## src/rtl/rtc_bus_sequencer.sv

```systemverilog
// Single-shot read/write sequencer for the RTC multiplexed address/data bus; optional RTC_ADDR_SKIP_EN omits the address phase on a repeated address.
// Latency: outputs registered, busy 2*(T_SETUP+T_STROBE+T_HOLD)+T_GAP cycles (T_SETUP+T_STROBE+T_HOLD+T_GAP when skipped).
// Backpressure: start is sampled only in IDLE; requests while busy are dropped, not queued.
module rtc_bus_sequencer #(
  parameter int DATA_W   = 8,
  parameter int T_SETUP  = 2,
  parameter int T_STROBE = 3,
  parameter int T_HOLD   = 1,
  parameter int T_GAP    = 2
) (
  input  logic              clk,
  input  logic              reset,
  input  logic              start,
  input  logic              rw,
  input  logic [DATA_W-1:0] addr,
  input  logic [DATA_W-1:0] wdata,
  output logic              busy,
  output logic              done,
  output logic [DATA_W-1:0] rdata,
  output logic              rdata_valid,
  output logic              cs_n,
  output logic              rd_n,
  output logic              wr_n,
  output logic              ad_n,
  output logic [DATA_W-1:0] bus_out,
  output logic              bus_oe,
  input  logic [DATA_W-1:0] bus_in
);

  localparam int MAX_A = (T_SETUP > T_STROBE) ? T_SETUP : T_STROBE;
  localparam int MAX_B = (T_HOLD > T_GAP) ? T_HOLD : T_GAP;
  localparam int MAXP  = (MAX_A > MAX_B) ? MAX_A : MAX_B;
  localparam int CW    = (MAXP > 1) ? $clog2(MAXP) : 1;

  if (DATA_W < 1 || T_SETUP < 1 || T_STROBE < 1 || T_HOLD < 1 || T_GAP < 1) begin : g_bad_param
    $error("rtc_bus_sequencer: DATA_W and all timing parameters must be >= 1");
  end

  typedef enum logic [2:0] {
    IDLE, ADDR_SETUP, ADDR_STROBE, ADDR_HOLD, DATA_SETUP, DATA_STROBE, DATA_HOLD, RECOVER
  } state_t;

  state_t            state, state_nxt;
  logic [CW-1:0]     cnt, cnt_nxt;
  logic              rw_q;
  logic [DATA_W-1:0] addr_q, wdata_q;
  logic              skip;
  logic              src_rw;
  logic [DATA_W-1:0] src_addr, src_wdata, bus_out_nxt;
  logic              busy_nxt, done_nxt, rv_nxt, cs_nxt, rd_nxt, wr_nxt, ad_nxt, oe_nxt;

  function automatic logic [CW-1:0] phase_len(input state_t s);
    case (s)
      ADDR_SETUP, DATA_SETUP:   return CW'(T_SETUP - 1);
      ADDR_STROBE, DATA_STROBE: return CW'(T_STROBE - 1);
      ADDR_HOLD, DATA_HOLD:     return CW'(T_HOLD - 1);
      RECOVER:                  return CW'(T_GAP - 1);
      default:                  return '0;
    endcase
  endfunction

  // Outputs are computed from the next state, so on acceptance the request
  // fields come straight from the inputs rather than the latched copies.
  assign src_rw    = (state == IDLE) ? rw    : rw_q;
  assign src_addr  = (state == IDLE) ? addr  : addr_q;
  assign src_wdata = (state == IDLE) ? wdata : wdata_q;

`ifdef RTC_ADDR_SKIP_EN
  logic [DATA_W-1:0] last_addr;
  logic              last_vld;

  always_ff @(posedge clk or negedge reset) begin
    if (!reset) begin
      last_addr <= '0;
      last_vld  <= 1'b0;
    end else if (state != RECOVER && state_nxt == RECOVER) begin
      last_addr <= addr_q;
      last_vld  <= 1'b1;
    end
  end

  assign skip = last_vld && (addr == last_addr);
`else
  assign skip = 1'b0;
`endif

  always_comb begin
    state_nxt = state;
    case (state)
      IDLE:        if (start) state_nxt = skip ? DATA_SETUP : ADDR_SETUP;
      ADDR_SETUP:  if (cnt == '0) state_nxt = ADDR_STROBE;
      ADDR_STROBE: if (cnt == '0) state_nxt = ADDR_HOLD;
      ADDR_HOLD:   if (cnt == '0) state_nxt = DATA_SETUP;
      DATA_SETUP:  if (cnt == '0) state_nxt = DATA_STROBE;
      DATA_STROBE: if (cnt == '0) state_nxt = DATA_HOLD;
      DATA_HOLD:   if (cnt == '0) state_nxt = RECOVER;
      RECOVER:     if (cnt == '0) state_nxt = IDLE;
      default:     state_nxt = IDLE;
    endcase

    cnt_nxt = cnt;
    if (state_nxt != state)  cnt_nxt = phase_len(state_nxt);
    else if (cnt != '0)      cnt_nxt = cnt - CW'(1);

    busy_nxt    = (state_nxt != IDLE);
    done_nxt    = 1'b0;
    rv_nxt      = 1'b0;
    cs_nxt      = 1'b1;
    rd_nxt      = 1'b1;
    wr_nxt      = 1'b1;
    ad_nxt      = 1'b1;
    oe_nxt      = 1'b0;
    bus_out_nxt = bus_out;
    case (state_nxt)
      ADDR_SETUP, ADDR_STROBE, ADDR_HOLD: begin
        cs_nxt      = 1'b0;
        ad_nxt      = 1'b0;
        oe_nxt      = 1'b1;
        bus_out_nxt = src_addr;
        wr_nxt      = (state_nxt != ADDR_STROBE);
      end
      DATA_SETUP, DATA_STROBE, DATA_HOLD: begin
        cs_nxt = 1'b0;
        oe_nxt = !src_rw;
        if (!src_rw) bus_out_nxt = src_wdata;
        if (state_nxt == DATA_STROBE) begin
          rd_nxt = !src_rw;
          wr_nxt = src_rw;
        end
      end
      RECOVER: begin
        done_nxt = (state != RECOVER);
        rv_nxt   = (state != RECOVER) && src_rw;
      end
      default: ;
    endcase
  end

  always_ff @(posedge clk or negedge reset) begin
    if (!reset) begin
      state       <= IDLE;
      cnt         <= '0;
      rw_q        <= 1'b0;
      addr_q      <= '0;
      wdata_q     <= '0;
      busy        <= 1'b0;
      done        <= 1'b0;
      rdata_valid <= 1'b0;
      rdata       <= '0;
      cs_n        <= 1'b1;
      rd_n        <= 1'b1;
      wr_n        <= 1'b1;
      ad_n        <= 1'b1;
      bus_oe      <= 1'b0;
      bus_out     <= '0;
    end else begin
      state       <= state_nxt;
      cnt         <= cnt_nxt;
      busy        <= busy_nxt;
      done        <= done_nxt;
      rdata_valid <= rv_nxt;
      cs_n        <= cs_nxt;
      rd_n        <= rd_nxt;
      wr_n        <= wr_nxt;
      ad_n        <= ad_nxt;
      bus_oe      <= oe_nxt;
      bus_out     <= bus_out_nxt;
      if (state == IDLE && start) begin
        rw_q    <= rw;
        addr_q  <= addr;
        wdata_q <= wdata;
      end
      // Sample on the last low cycle of rd_n, before the strobe rises.
      if (state == DATA_STROBE && cnt == '0 && rw_q) rdata <= bus_in;
    end
  end

endmodule

```

## config.mk

```make
export PLATFORM = sky130hd
export DESIGN_NAME = rtc_bus_sequencer
export DESIGN_NICKNAME = d
export VERILOG_FILES = /design/src/rtl/rtc_bus_sequencer.sv
export SDC_FILE = /design/constraint.sdc
export NUM_CORES = 1
export LEC_CHECK = 0
export ABC_AREA = 1
export BUFFER_PORTS_ARGS = -buffer_cell sky130_fd_sc_hd__buf_2
export CORE_UTILIZATION = 30
export CTS_CLUSTER_DIAMETER = 150
export DETAILED_ROUTE_END_ITERATION = 8
export GPL_TIMING_DRIVEN = 0
export PLACE_DENSITY_LB_ADDON = 0.12
export RECOVER_POWER = 25
export SLEW_MARGIN = 20
export SYNTH_ARGS = -nofsm -noshare
export SYNTH_HDL_FRONTEND = slang
export SYNTH_SLANG_ARGS = --single-unit
```

## constraint.sdc

```tcl
create_clock -name clk -period 5 [get_ports clk]
set_clock_uncertainty 0.2 [all_clocks]
set_input_delay 0.75 -clock clk [delete_from_list [all_inputs] [get_ports clk]]
set_output_delay 0.75 -clock clk [all_outputs]
set_load 0.05 [all_outputs]
```

==> flow_summary.yaml <==
run_status:
  status: "finished with violations"
  violations: "max-capacitance violations, max-slew violations"
sta:
  grt_setup_unrepaired: "no"
  final.setup.worst_slack_ps: 2185
  worstMarginPinSlew_ps: 2486
  period_minus_slack_ps: 2815
  slew_violations: 47
  hold_viol_final: 0
  period_share_pct: 56.30
  max-slew-margin-rel_pct: -65.74
  max_freq_ghz: 0.3552
  setup_tns_ps: 0
  setup_viol: 0
global_route:
  grt_use_total_pct: 13.24
  grt_pass1_vias: 1837
  grt_overflow_total: 0
  grt_first_pass_wirelength_mm: 8.556
  grt_max_degree: 47
  antenna_found_initial: 0
yosys:
  synthAdderAreaFrac_pct: 0.5417
  yosys_warnings: 0
  syn_area_per_cell_um2: 8.618
  muxShareOfSynthArea_pct: 3.900
  synth_cells: 268
  ys.flop_type: "dfrtp_1"
  syn_nets: 297
  synth_top_family_by_area: "simple AND/OR/NAND/NOR gates"
  ys_seq_area_share_pct: 50.05
  ys_ff_latch: 46
  ys_types: 31
  yosys.area_share.simple_pct: 27.25
  synth_area_um2: 2310
  synth_edf_count: 0
  synth_compound_area_share_pct: 10.18
  async_flop_share_pct: 100.0
  synth_xor_area_share_pct: 0
clock_network:
  clockRootBuffer: "clkbuf_8"
  cts_buffers: 5
  postCtsSetupBuffers: 0
  clockBufferDepth: 2
  cts.clk_slew.worst_paths_ps: 90
  cts_hold_buf: 0
  cts_sinks: 46
  cts_max_level: 2
  cts_tree: "done"
  clk_latency_ps: 300
  cts_resized: 0
critical_path:
  max_stage_delay_ps: 1740
  crit_chain: "clkbuf_1"
  path_buf_inv: 1
  arrival_ps: 2510
  critPathLaunch: "reset"
  reg2reg_depth: 13
  r2r-end: "bus_out[2]$_DFFE_PN0P_"
  rr_startpoint: "cnt[0]$_DFFE_PN0P_"
  required_ps: 4700
  crit_path_start_kind: "input pin"
  timing_worst_setup_path_type: "input pin to asynchronous set/reset pin"
  end_kind: "asynchronous set/reset pin"
  path_max_fanout: 46
  worstSetupEndpoint: "addr_q[4]$_DFFE_PN0P_"
  rrSetupSlack_ps: 2990
  slowest_stage: "clkbuf_1"
  cp_top_family: "buffers and inverters"
  worst-path-stages: 1
finish:
  final_cell_mix: "nand2_1, buf_2, dfrtp_1, inv_1, nand3_1"
  syn_to_final_growth_pct: 21.29
  instances_no_fill: 426
  nets: 355
  n_antenna_cell: 0
  drive_gt1_share_pct: 31.19
  final_common_cell: "nand2_1"
place:
  pre_cts_ws_ps: 2998
  portBuffers: 51
  gp_congestion: 0.7653
  dp_hpwl_mm: 3.709
  dp_cells: 418
drt:
  vias_per_cell: 4.418
  wl_per_cell_um: 11.84
  drtPass1Iterations: 4
  vias: 1882
  routed_wl_mm: 5.044
  ant_nets: 0
  drtIter0Drc: 83
  route.detailed.drc: 0
floorplan:
  initial_utilization_pct: 31.51
  fp.coreArea_um2: 7331
  row_count: 31
  die_area_um2: 8054
  io-pin-count: 52
  die_h_um: 89.75
  die_w_um: 89.75
hold_path:
  min_path_type: "register to register"
  hp-start: "wdata_q[4]$_DFFE_PN0P_"
run:
  max-cap-violations: 1
## layout make-up
class,count,area [um^2]
buffer,10,70.07
clock buffer,5,68.82
clock inverter,3,45.04
fill,788,4529
inverter,31,116.4
multi-input combinational,181,967.2
sequential,46,1156
tap,99,123.9
timing repair buffer,51,254.0
## layer usage
layer	part of all wire, %	GRT usage, %
met5	0	0
met4	0.77	2.869
met3	4.4	3.130
met2	46	22.69
met1	49	16.93
## registers in the layout, summed over array words and instances, names as in the netlist
name         cells
busy             1
rd_n             1
rdata            8
bus_out          8
ad_n             1
cs_n             1
rdata_valid      1
state            3
done             1
wr_n             1
rw_q             1
cnt              2
wdata_q          8
bus_oe           1
addr_q           8
## metrics by stage
step	hold slack [ps]	util [%]	cell area, um^2
floorplan	253.4	-	2310
global placement	268.8	36.68	2689
detailed placement	279.8	36.68	2689
CTS	301.5	38.23	2803
global route	326.8	38.21	2801
finish	294.1	38.21	2801
## synth_stat cells, drive strengths merged, types with 2 or more instances
library cell | number | area share, %
nand2 | 92 | 18
dfrtp | 42 | 46
o21ai | 39 | 9.1
inv | 31 | 5.0
nand3 | 27 | 6.8
buf | 9 | 2.9
mux2 | 8 | 3.9
nor2 | 5 | 1.1
dfstp | 4 | 4.6
a21oi | 2 | 0.43
nand4 | 2 | 0.81
## worst min-delay path, stage by stage, from the launching register on
cell	delay, ps
dfrtp_1	350
nand2_1	50
o21ai_0	60
## worst min path at each step
| stage | to | slack (ps) | depth (start not counted) |
|---|---|---|---|
| after floorplan | addr_q[0]$_DFFE_PN0P_ | 250 | 0 |
| after global placement | wdata_q[2]$_DFFE_PN0P_ | 270 | 2 |
| after detailed placement | wdata_q[4]$_DFFE_PN0P_ | 280 | 2 |
| after CTS | wdata_q[4]$_DFFE_PN0P_ | 300 | 2 |
| after global routing | rdata[2]$_DFFE_PN0P_ | 330 | 1 |
| final | wdata_q[4]$_DFFE_PN0P_ | 290 | 2 |
## cells by family (layout without fill, tap and decap cells)
logic type / count (synthesis) / count (layout)
simple gates: 129 / 129
flops: 46 / 46
compound gates: 43 / 43
buf+inv: 41 / 100
mux: 8 / 8
fa+ha+maj: 1 / 1
Power is not shown: default switching activity piles up to over one toggle a cycle in this logic, so the estimate is an artifact.
